<file path="config.mk">
export PLATFORM = sky130hd
export DESIGN_NAME = ifu_inst_buffer
export DESIGN_NICKNAME = d
export VERILOG_FILES = /design/src/rtl/ifu_inst_buffer_pkg.sv /design/src/rtl/ifu_inst_buffer_predecode.sv /design/src/rtl/ifu_inst_buffer.sv
export SDC_FILE = /design/constraint.sdc
export NUM_CORES = 1
export LEC_CHECK = 0
export BUFFER_PORTS_ARGS = -buffer_cell sky130_fd_sc_hd__buf_2
export CORE_MARGIN = 2
export CORE_UTILIZATION = 40
export DETAILED_ROUTE_END_ITERATION = 6
export GPL_ROUTABILITY_DRIVEN = 0
export PLACE_DENSITY_LB_ADDON = 0.2
export SETUP_SLACK_MARGIN = 0.5
export SLEW_MARGIN = 20
export SYNTH_ARGS = -nofsm -noshare
export SYNTH_HDL_FRONTEND = slang
export SYNTH_SLANG_ARGS = --single-unit
export TNS_END_PERCENT = 5
</file>
<file path="constraint.sdc">
create_clock -name clk -period 22.4 [get_ports clk]
set_input_delay 2.24 -clock clk [delete_from_list [all_inputs] [get_ports clk]]
set_output_delay 2.24 -clock clk [all_outputs]
set_load 0.005 [all_outputs]
</file>
<file path="src/rtl/ifu_inst_buffer_pkg.sv">
// Shared constants and entry layout for the fetch-to-decode instruction buffer.
package ifu_inst_buffer_pkg;

  localparam int IBUF_DEPTH = 4;

  localparam logic [6:0] OPC_BRANCH = 7'b1100011;
  localparam logic [6:0] OPC_JAL    = 7'b1101111;
  localparam logic [6:0] OPC_JALR   = 7'b1100111;

  // 122-bit entry: 119 payload bits plus 3 spare at the top
  typedef struct packed {
    logic [2:0]  spare;
    logic        fault;
    logic        is_jalr;
    logic        is_jal;
    logic        is_branch;
    logic [63:0] pc;
    logic [31:0] inst;
    logic [15:0] inst_compress;
    logic [1:0]  rresp;
    logic        compress;
  } ibuf_entry_t;

endpackage

</file>
<file path="src/rtl/ifu_inst_buffer_predecode.sv">
// Write-path predecode: control-flow tags from the opcode and bus response.
module ibuf_predecode
  import ifu_inst_buffer_pkg::*;
(
  input  logic [6:0] inst,
  input  logic [1:0] rresp,
  output logic       is_branch,
  output logic       is_jal,
  output logic       is_jalr,
  output logic       fault
);

  always_comb begin
    is_branch = 1'b0;
    is_jal    = 1'b0;
    is_jalr   = 1'b0;
    fault     = |rresp;
    // a faulted fetch carries garbage, so never tag it as control flow
    if (!fault) begin
      unique case (inst)
        OPC_BRANCH: is_branch = 1'b1;
        OPC_JAL:    is_jal    = 1'b1;
        OPC_JALR:   is_jalr   = 1'b1;
        default:    ;
      endcase
    end
  end

endmodule

</file>
<file path="src/rtl/ifu_inst_buffer.sv">
// Instruction queue between the IF/ID register and decode, with predecode tags.
module ifu_inst_buffer
  import ifu_inst_buffer_pkg::*;
#(
  parameter int DEPTH  = IBUF_DEPTH,
  parameter int ADDR_W = 2
) (
  input  logic              clk,
  input  logic              rst,
  input  logic              flush,
  input  logic              in_valid,
  output logic              in_ready,
  input  logic              in_compress_flag,
  input  logic [1:0]        in_rresp,
  input  logic [15:0]       in_inst_compress,
  input  logic [31:0]       in_inst,
  input  logic [63:0]       in_pc,
  output logic              out_valid,
  input  logic              out_ready,
  output logic              out_compress_flag,
  output logic [1:0]        out_rresp,
  output logic [15:0]       out_inst_compress,
  output logic [31:0]       out_inst,
  output logic [63:0]       out_pc,
  output logic              out_is_branch,
  output logic              out_is_jal,
  output logic              out_is_jalr,
  output logic              out_fault,
  output logic [ADDR_W:0]   buf_count
);

  localparam logic [ADDR_W:0] PTR_ONE = 1;

  logic [ADDR_W:0]   r_wr_ptr;
  logic [ADDR_W:0]   r_rd_ptr;
  ibuf_entry_t       r_mem [DEPTH];

  logic              w_empty;
  logic              w_full;
  logic              w_push;
  logic              w_pop;
  logic [ADDR_W-1:0] w_wr_idx;
  logic [ADDR_W-1:0] w_rd_idx;
  logic              w_is_branch;
  logic              w_is_jal;
  logic              w_is_jalr;
  logic              w_fault;
  ibuf_entry_t       w_new;

  assign w_wr_idx = r_wr_ptr[ADDR_W-1:0];
  assign w_rd_idx = r_rd_ptr[ADDR_W-1:0];

  assign w_empty = (r_wr_ptr == r_rd_ptr);
  assign w_full  = (w_wr_idx == w_rd_idx) &&
                   (r_wr_ptr[ADDR_W] != r_rd_ptr[ADDR_W]);

  // readiness depends only on registered state, never on out_ready
  assign in_ready  = !w_full;
  assign out_valid = !w_empty;
  assign w_push    = in_valid && in_ready && !flush;
  assign w_pop     = out_valid && out_ready && !flush;
  assign buf_count = r_wr_ptr - r_rd_ptr;

  ibuf_predecode u_predecode (
    .inst      (in_inst[6:0]),
    .rresp     (in_rresp),
    .is_branch (w_is_branch),
    .is_jal    (w_is_jal),
    .is_jalr   (w_is_jalr),
    .fault     (w_fault)
  );

  always_comb begin
    w_new               = '0;
    w_new.compress      = in_compress_flag;
    w_new.rresp         = in_rresp;
    w_new.inst_compress = in_inst_compress;
    w_new.inst          = in_inst;
    w_new.pc            = in_pc;
    w_new.is_branch     = w_is_branch;
    w_new.is_jal        = w_is_jal;
    w_new.is_jalr       = w_is_jalr;
    w_new.fault         = w_fault;
  end

  always_ff @(posedge clk or posedge rst) begin
    if (rst) begin
      r_wr_ptr <= '0;
      r_rd_ptr <= '0;
    end else if (flush) begin
      r_wr_ptr <= '0;
      r_rd_ptr <= '0;
    end else begin
      if (w_push) r_wr_ptr <= r_wr_ptr + PTR_ONE;
      if (w_pop)  r_rd_ptr <= r_rd_ptr + PTR_ONE;
    end
  end

  // flush leaves storage alone; only the pointers forget it
  always_ff @(posedge clk or posedge rst) begin
    if (rst) begin
      for (int i = 0; i < DEPTH; i++) r_mem[i] <= '0;
    end else if (w_push) begin
      r_mem[w_wr_idx] <= w_new;
    end
  end

  assign out_compress_flag = r_mem[w_rd_idx].compress;
  assign out_rresp         = r_mem[w_rd_idx].rresp;
  assign out_inst_compress = r_mem[w_rd_idx].inst_compress;
  assign out_inst          = r_mem[w_rd_idx].inst;
  assign out_pc            = r_mem[w_rd_idx].pc;
  assign out_is_branch     = r_mem[w_rd_idx].is_branch;
  assign out_is_jal        = r_mem[w_rd_idx].is_jal;
  assign out_is_jalr       = r_mem[w_rd_idx].is_jalr;
  assign out_fault         = r_mem[w_rd_idx].fault;

endmodule
</file>
# Word level (Yosys, flattened, before mapping)

Cells that the tools add are included.

Bitwise logic cells: 2
Equality and inequality tests: 6
Mux-type cells: 16
Reduce and logical (&&, ||, !) cells: 12
$lt $le $gt $ge: 3
Add/subtract/negate cells: 3

Operator list:

| cell                                                                  | number |
|---|---|
| 488-bit bitwise mux                                                   | 1 |
| 122-bit binary-select mux with 2-bit select                           | 1 |
| 122-bit demux with 2-bit select                                       | 1 |
| 119-bit two-way mux                                                   | 2 |
| 122-bit two-way mux                                                   | 1 |
| 7-bit == test (second input constant)                                 | 3 |
| 3-bit two-way mux                                                     | 4 |
| 3-bit by 1-bit adder with 3-bit output (second input constant)        | 2 |
| 3-bit >= comparator (second input constant)                           | 2 |
| 1-bit logical AND                                                     | 6 |
| 1-bit two-way mux                                                     | 6 |
| 2-bit inverter with 3-bit output                                      | 2 |
| 2-bit nonzero test                                                    | 2 |
| 3-bit == test                                                         | 1 |
| 1-bit zero test                                                       | 3 |
| 3-bit by 1-bit < comparator with 1-bit output (second input constant) | 1 |
| 3-bit subtractor                                                      | 1 |
| 2-bit == test                                                         | 1 |
| 2-bit OR reduction                                                    | 1 |
| 1-bit != test                                                         | 1 |

Input bits: 120
Word-level logic and storage cells: 84
Output and inout bits: 124
Flip-flop bits (word level): 494

# Depth between registers and ports, before layout

Gate-level depths: netlist of run 1.

Depth after elaboration: 7
Depth in mapped cells: 10
Gate-level depth less buffers: 5

# Cells and area by module

From an unflattened synthesis of run 1, not the netlist that was laid out.

Cell total of the unflattened synthesis: 1214
Area total of the unflattened synthesis: 21534.4 µm²

By module, submodules not included:

| module          | cells an instance | area each (µm²) | instances | sequential area each (µm²) |
|---|---|---|---|---|
| ifu_inst_buffer | 1205              | 21458.1         | 1         | 12061.6 |
| ibuf_predecode  | 9                 | 76.3            | 1         | 0.0 |

# Least setup slack after synthesis of run 1

No wires, ideal clock.

Path kind: flip-flop to output port
Start point: register r_rd_ptr[1]
End point: output out_valid
Path buffers: 3
Required time: 20.160 ns
Cell stages (with the launch flop): 7
Data arrival time: 1.595 ns
Slack: 18.565 ns
Cells stage by stage: dfrtp_1 > buf_2 > buf_2 > buf_2 > inv_1 > ha_1 > nand3_1

Cells in the longest elaborated chain, start to end: 2

RTL lines:

| item                   | RTL line              | source |
|---|---|---|
| start, declared        | ifu_inst_buffer.sv:35 | `logic [ADDR_W:0] r_rd_ptr;` |
| start signal, assigned | ifu_inst_buffer.sv:95 | `if (w_pop) r_rd_ptr <= r_rd_ptr + PTR_ONE;` |
| 3-bit == test          | ifu_inst_buffer.sv:53 | `assign w_empty = (r_wr_ptr == r_rd_ptr);` |
| 1-bit zero test        | ifu_inst_buffer.sv:59 | `assign out_valid = !w_empty;` |
| end, declared          | ifu_inst_buffer.sv:18 | `output logic out_valid,` |

Every way passes these cells.

# Worst setup path after layout of run 1

Start point: register r_rd_ptr[0]
End point: output out_pc[20]

Cells in the longest elaborated chain, start to end: 4

RTL lines:

| item                                                   | RTL line               | source |
|---|---|---|
| 2-bit inverter with 3-bit output (not written as such) | ifu_inst_buffer.sv:112 | `assign out_pc = r_mem[w_rd_idx].pc;` |
| 122-bit binary-select mux with 2-bit select            | ifu_inst_buffer.sv:112 |  |
| 119-bit two-way mux                                    | n/a                    |  |
| 119-bit two-way mux (not written as such)              | ifu_inst_buffer.sv:112 |  |
| end, declared                                          | ifu_inst_buffer.sv:24  | `output logic [63:0] out_pc,` |

Every way passes these cells. The select of a mux whose other input is x is not followed.

==> results.py, run 1 <==
metrics = {
    "sta": {
        "finalCritPeriodShare_pct": 26.1,
        "tightest_slew_ps": 990,
        "holdWs_ps": 483,
        "slew_viol_final": 0,
        "max_freq_ghz": 0.171,
        "finalHoldViolCount": 0,
        "fin_skew_ps": 13.7,
        "setup_viol": 0,
        "tns_ps": 0,
        "relSlewSlack_pct": 34.0,
        "rsz0062_at_grt": "false",
        "min_period_ps": 5850,
    },
    "flow_run": {
        "maxCapViolCount": 0,
    },
    "pwr": {
        "pwr_density_cell_mw_per_mm2": 122,
        "power.total_mw": 3.07,
        "p_leak_nw": 11.5,
        "ir_drop_mv": 0.0739,
    },
    "place": {
        "port_buffers": 243,
        "hpwlAfterDp_microns": 28900,
    },
    "floorplanning": {
        "die_w_microns": 237,
        "die_h_microns": 237,
        "core_area_sq_mm": 0.0536,
        "ios": 244,
        "rows": 85,
        "die_area_sq_mm": 0.0559,
        "start_util_pct": 40.3,
    },
    "worst_setup_path": {
        "max_stage_delay_ps": 1030,
        "cp_data_arrival_time_ps": 3610,
        "reg2reg_depth": 7,
        "worstSetupPathType": "register to output pin",
        "worst_setup_path_start_kind": "register",
        "cp_max_fo": 53,
        "r2r_end": "r_mem[183]$_DFFE_PP0P_",
        "reg2reg_setup_slack_ps": 18030,
        "crit_top_cell": "buf_4",
        "path_cells": "buf_4 -> buf_4 -> mux4_2 -> buf_2",
        "endpoint_kind": "output pin",
        "worstReg2RegStart": "r_rd_ptr[1]$_DFFE_PP0P_",
        "cpMaxStageDelayCell": "dfrtp_4",
        "required_ps": 20160,
    },
    "detailed_routing": {
        "firstDrtPassIters": 4,
        "ant_nets": 0,
        "vias": 11700,
        "wl_per_cell_microns": 21.7,
        "avgViaCountPerCell": 5.30,
        "drt_iter0_drc": 489,
        "wl_microns": 47700,
        "drc_errors": 0,
    },
    "synth": {
        "synth.avg_cell_area_sq_um": 17.7,
        "ys_seq_area_share_pct": 55.8,
        "ys_ff_latch": 482,
        "ys_types": 36,
        "netlist_area_sq_mm": 0.0216,
        "synth_nets": 1349,
        "netlist_instances": 1221,
        "ys_warn_count": 0,
    },
    "outcome": {
        "status": "completed",
    },
    "hold_path": {
        "hold_class": "register to register",
        "whs_path_depth": 1,
        "hp-start": "r_mem[5]$_DFFE_PP0P_",
        "min_delay_worst_endpoint": "r_mem[5]$_DFFE_PP0P_",
    },
    "grt": {
        "grt_pass1_wl_microns": 76000,
        "track_usage_pct": 17.4,
        "grt_max_degree": 120,
        "grt_pass1_vias": 12800,
        "antenna_found_initial": 8,
        "gr-total-overflow": 0,
    },
    "clocking": {
        "h-tree-depth": 2,
        "insertion_delay_ps": 590,
        "post-cts-setup-buffer-count": 0,
        "clock_sinks": 482,
        "postCtsHoldBufs": 0,
        "cts_tree": "built",
        "clockRootBuffer": "clkbuf_16",
        "post_cts_resized": 0,
        "cts_buffers": 53,
        "clk_path_buf_depth": 3,
        "clk_pin_slew_ps": 60,
    },
    "layout": {
        "fin_nets": 1588,
        "final_common_cell": "dfrtp_1",
        "layout_common_cells": "480 x dfrtp_1, 398 x mux2_2, 243 x buf_2",
        "drive_gt1_share_pct": 62.5,
        "syn_to_final_growth_pct": 15.9,
    },
}
area by class of cell:
type                    count  area [sq um]
inverters                  16          67.6
well taps                 696           871
clock inverters            12           218
clock buffers              86          1700
flip-flops and latches    482         12100
multi-input cells         643          8730
repair buffers            264          1400
fillers                  4706         28500
diodes                      1          2.50
where the power goes:
group / internal, mW / switching, mW
registers: 1.18 / 0.166
logic: 0.506 / 0.282
clock network: 0.586 / 0.351
state kept, by name (all words and copies together), names as in the netlist:
| name | count |
|---|---|
| r_mem | 476 |
| r_rd_ptr | 3 |
| r_wr_ptr | 3 |
cells by family after synthesis:
family                   after synthesis  synth area share [%]
multiplexers                         598                  38.3
flip-flops                           482                  55.8
buffers and inverters                 96                  3.99
AND/OR/NAND/NOR                       20                 0.555
AO/OA/AOI/OAI                         14                 0.654
adder cells (fa/ha/maj)                8                 0.498
XOR/XNOR                               3                 0.208
stage by stage:
stage               instance area, sq um  utilization, %  cells  worst slack (ps)
global route                       25100            46.7   2199             16230
floorplan                          21600               -   1221              6710
detailed placement                 23100            43.1   2100             16610
CTS                                25000            46.7   2198             15960
finish                             25100            46.7   2200             16550
global placement                   23100            43.1   2100             16640
synthesized netlist by cell type, drive strengths merged:
master   count  area [sq um]
nor2b        3          18.8
clkbuf       6          22.5
o311ai       1          8.76
ha           7          87.6
xor2         1          8.76
nor4bb       2          20.0
mux2i        8          80.1
fa           1          20.0
o21ai        1          5.00
xnor2        2          36.3
nand3b       2          15.0
or2          1          6.26
o21a         2          15.0
mux2       471          5530
a211o        1          8.76
and4bb       1          12.5
nand2        3          11.3
mux4       119          2680
nor2         4          15.0
buf         74           779
dfrtp      482         12100
o2111ai      3          43.8
o211ai       4          45.1
o31ai        2          15.0
nand3        3          15.0
inv         16          60.1
nor4         1          6.26
critical path, delay by kind of cell (launching register included):
kind                   cells  cell delay [ps]
buffers and inverters      3             1370
flip-flops                 1             1030
multiplexers               1              580
metal layers:
metal  global-route usage [%]  wire length, microns
met5                        0                    84
met2                     27.6                 22600
met4                     4.93                  1100
met3                     4.69                  2640
met1                     23.5                 21300
worst max-delay path by stage:
stage / startpoint / to / slack (ps)
6_report: r_rd_ptr[0]$_DFFE_PP0P_ / out_pc[20] / 16550
5_1_grt: r_rd_ptr[0]$_DFFE_PP0P_ / out_pc[10] / 16230
4_1_cts: r_rd_ptr[0]$_DFFE_PP0P_ / out_pc[20] / 15960
3_5_place_dp: r_rd_ptr[0]$_DFFE_PP0P_ / out_pc[20] / 16610
3_3_place_gp: r_rd_ptr[0]$_DFFE_PP0P_ / out_inst[23] / 16640
2_1_floorplan: rst / r_mem[0]$_DFFE_PP0P_ / 6710
Power figures use the tool's default switching activity.
==> inputs of run 2 (changes only) <==
==> constraint.sdc (replaced) <==
create_clock -name clk -period 5.8 [get_ports clk]
set_input_delay 0.58 -clock clk [delete_from_list [all_inputs] [get_ports clk]]
set_output_delay 0.58 -clock clk [all_outputs]
set_load 0.005 [all_outputs]
==> run 2 against run 1 <==
Total power increased to 3.8 times the previous value. Routed wire length shrank 2.7%. Design area down 0.78%. Largest cell class unchanged. Global-route usage fell by 0.12 points. Via count down 0.60%. Critical path depth is the same. Non-clock buffer count grew 1. Clock-buffer cell count is 8 lower. Die area did not move. Sequential share of layout area rose by 0.38 points. First-iteration DRC count shrank 12%.
==> results.py, run 2 (same netlist as run 1, synthesis figures left out) <==
metrics = {
    "pwr": {
        "p_leak_nw": 11.4,
        "ir_drop_mv": 0.259,
        "pwr_density_cell_mw_per_mm2": 463,
        "power.total_mw": 11.5,
    },
    "floorplanning": {
        "core_area_sq_mm": 0.0536,
        "die_area_sq_mm": 0.0559,
        "start_util_pct": 40.3,
        "die_w_microns": 237,
        "ios": 244,
        "die_h_microns": 237,
        "rows": 85,
    },
    "layout": {
        "largest_reg_flops": 476,
        "syn_to_final_growth_pct": 15.0,
        "top_register": "r_mem",
        "layout_common_cells": "480 x dfrtp_1, 398 x mux2_2, 243 x buf_2",
        "final_core_utilization_pct": 46.4,
        "final_common_cell": "dfrtp_1",
        "drive_gt1_share_pct": 62.2,
        "fin_nets": 1590,
        "fin_area_sq_mm": 0.0249,
        "reg_top3": "r_mem (476), r_rd_ptr (3), r_wr_ptr (3)",
    },
    "detailed_routing": {
        "drt_iter0_drc": 429,
        "wl_per_cell_microns": 21.1,
        "vias": 11600,
        "avgViaCountPerCell": 5.28,
        "drc_errors": 0,
        "firstDrtPassIters": 4,
        "wl_microns": 46400,
        "ant_nets": 0,
    },
    "sta": {
        "setup_viol": 0,
        "finalCritPeriodShare_pct": 68.7,
        "max_freq_ghz": 0.251,
        "min_period_ps": 3980,
        "fin_skew_ps": 14.7,
        "relSlewSlack_pct": 32.5,
        "tns_ps": 0,
        "tightest_slew_ps": 1010,
        "rsz0062_at_grt": "false",
        "finalHoldViolCount": 0,
        "slew_viol_final": 0,
        "layout_setup_ws_ps": 1820,
    },
    "worst_setup_path": {
        "r2r_end": "r_mem[305]$_DFFE_PP0P_",
        "endpoint_kind": "output pin",
        "max_stage_delay_ps": 780,
        "reg2reg_depth": 7,
        "reg2reg_setup_slack_ps": 2240,
        "path_cells": "buf_4 -> buf_4 -> mux4_2 -> buf_2",
        "worst_setup_path_start_kind": "register",
        "cpMaxStageDelayCell": "dfrtp_4",
        "cp_max_fo": 37,
        "required_ps": 5220,
        "cp_data_arrival_time_ps": 3400,
        "crit_top_cell": "buf_4",
        "worstReg2RegStart": "r_rd_ptr[1]$_DFFE_PP0P_",
        "worstSetupPathType": "register to output pin",
    },
    "grt": {
        "grt_pass1_vias": 13000,
        "grt_max_degree": 173,
        "antenna_found_initial": 8,
        "track_usage_pct": 17.2,
        "grt_pass1_wl_microns": 76000,
        "gr-total-overflow": 0,
    },
    "place": {
        "port_buffers": 243,
        "postPlaceCellArea_sq_mm": 0.0232,
        "pre_cts_ws_ps": 2220,
        "hpwlAfterDp_microns": 28000,
    },
    "clocking": {
        "clk_path_buf_depth": 3,
        "h-tree-depth": 2,
        "postCtsHoldBufs": 0,
        "clk_pin_slew_ps": 60,
        "post-cts-setup-buffer-count": 0,
        "insertion_delay_ps": 590,
        "clock_sinks": 482,
        "post_cts_resized": 0,
        "cts_tree": "built",
        "clockRootBuffer": "clkbuf_16",
        "cts_buffers": 54,
    },
    "hold_path": {
        "hold_class": "primary input to asynchronous set/reset pin",
    },
    "outcome": {
        "status": "completed",
    },
    "flow_run": {
        "maxCapViolCount": 0,
    },
}
run 2: cell count changes in the layout (fill, tap and decap cells not counted), moves of 2 or more:
cell / delta
clkbuf_8: -8
bufinv_16: -4
buf_6: -3
buf_12: +2
buf_4: +2
clkinv_2: +2
run 2: area by class of cell:
| class | instances | area, sq um |
|---|---|---|
| Timing Repair Buffer | 265 | 1420 |
| Fill cell | 4745 | 28700 |
| Inverter | 16 | 63.8 |
| Antenna cell | 2 | 5.00 |
| Tap cell | 696 | 871 |
| Multi-Input combinational cell | 643 | 8730 |
| Clock inverter | 12 | 133 |
| Sequential cell | 482 | 12100 |
| Clock buffer | 78 | 1570 |
run 2: worst max-delay path: cells and delay by family (launching register included):
family   cells  cell delay (ps)
flops        1              780
mux          1              610
buf+inv      3             1360
run 2: metrics by stage:
stage / hold slack [ps] / std cells
final: 187 / 2194
after global routing: 221 / 2192
after CTS: 177 / 2192
after detailed placement: 477 / 2102
after global placement: 470 / 2102
after floorplan: 459 / 1221
run 2: worst max-delay path by stage:
stage                                  from                      to  slack (ps)  cells after the start
finish              r_rd_ptr[0]$_DFFE_PP0P_               out_pc[0]        1820                      4
CTS                 r_rd_ptr[0]$_DFFE_PP0P_               out_pc[0]        1650                      4
global placement    r_rd_ptr[1]$_DFFE_PP0P_  r_mem[175]$_DFFE_PP0P_        2250                      7
detailed placement  r_rd_ptr[1]$_DFFE_PP0P_  r_mem[180]$_DFFE_PP0P_        2220                      7
floorplan                               rst    r_mem[0]$_DFFE_PP0P_       -1310                      1
global route        r_rd_ptr[0]$_DFFE_PP0P_               out_pc[0]        1540                      4
run 2: metal layers:
layer,GRT usage [%],up-vias,wire [microns]
met1,22.9,6234,20300
li1,-,5063,-
met4,5.26,14,1020
met2,28.1,195,22700
met5,0,-,83
met3,4.19,75,2270
run 2: where the power goes:
group	switching, mW	internal, mW
combinational	1.13	1.95
sequential	0.600	4.55
clock	1.33	1.95
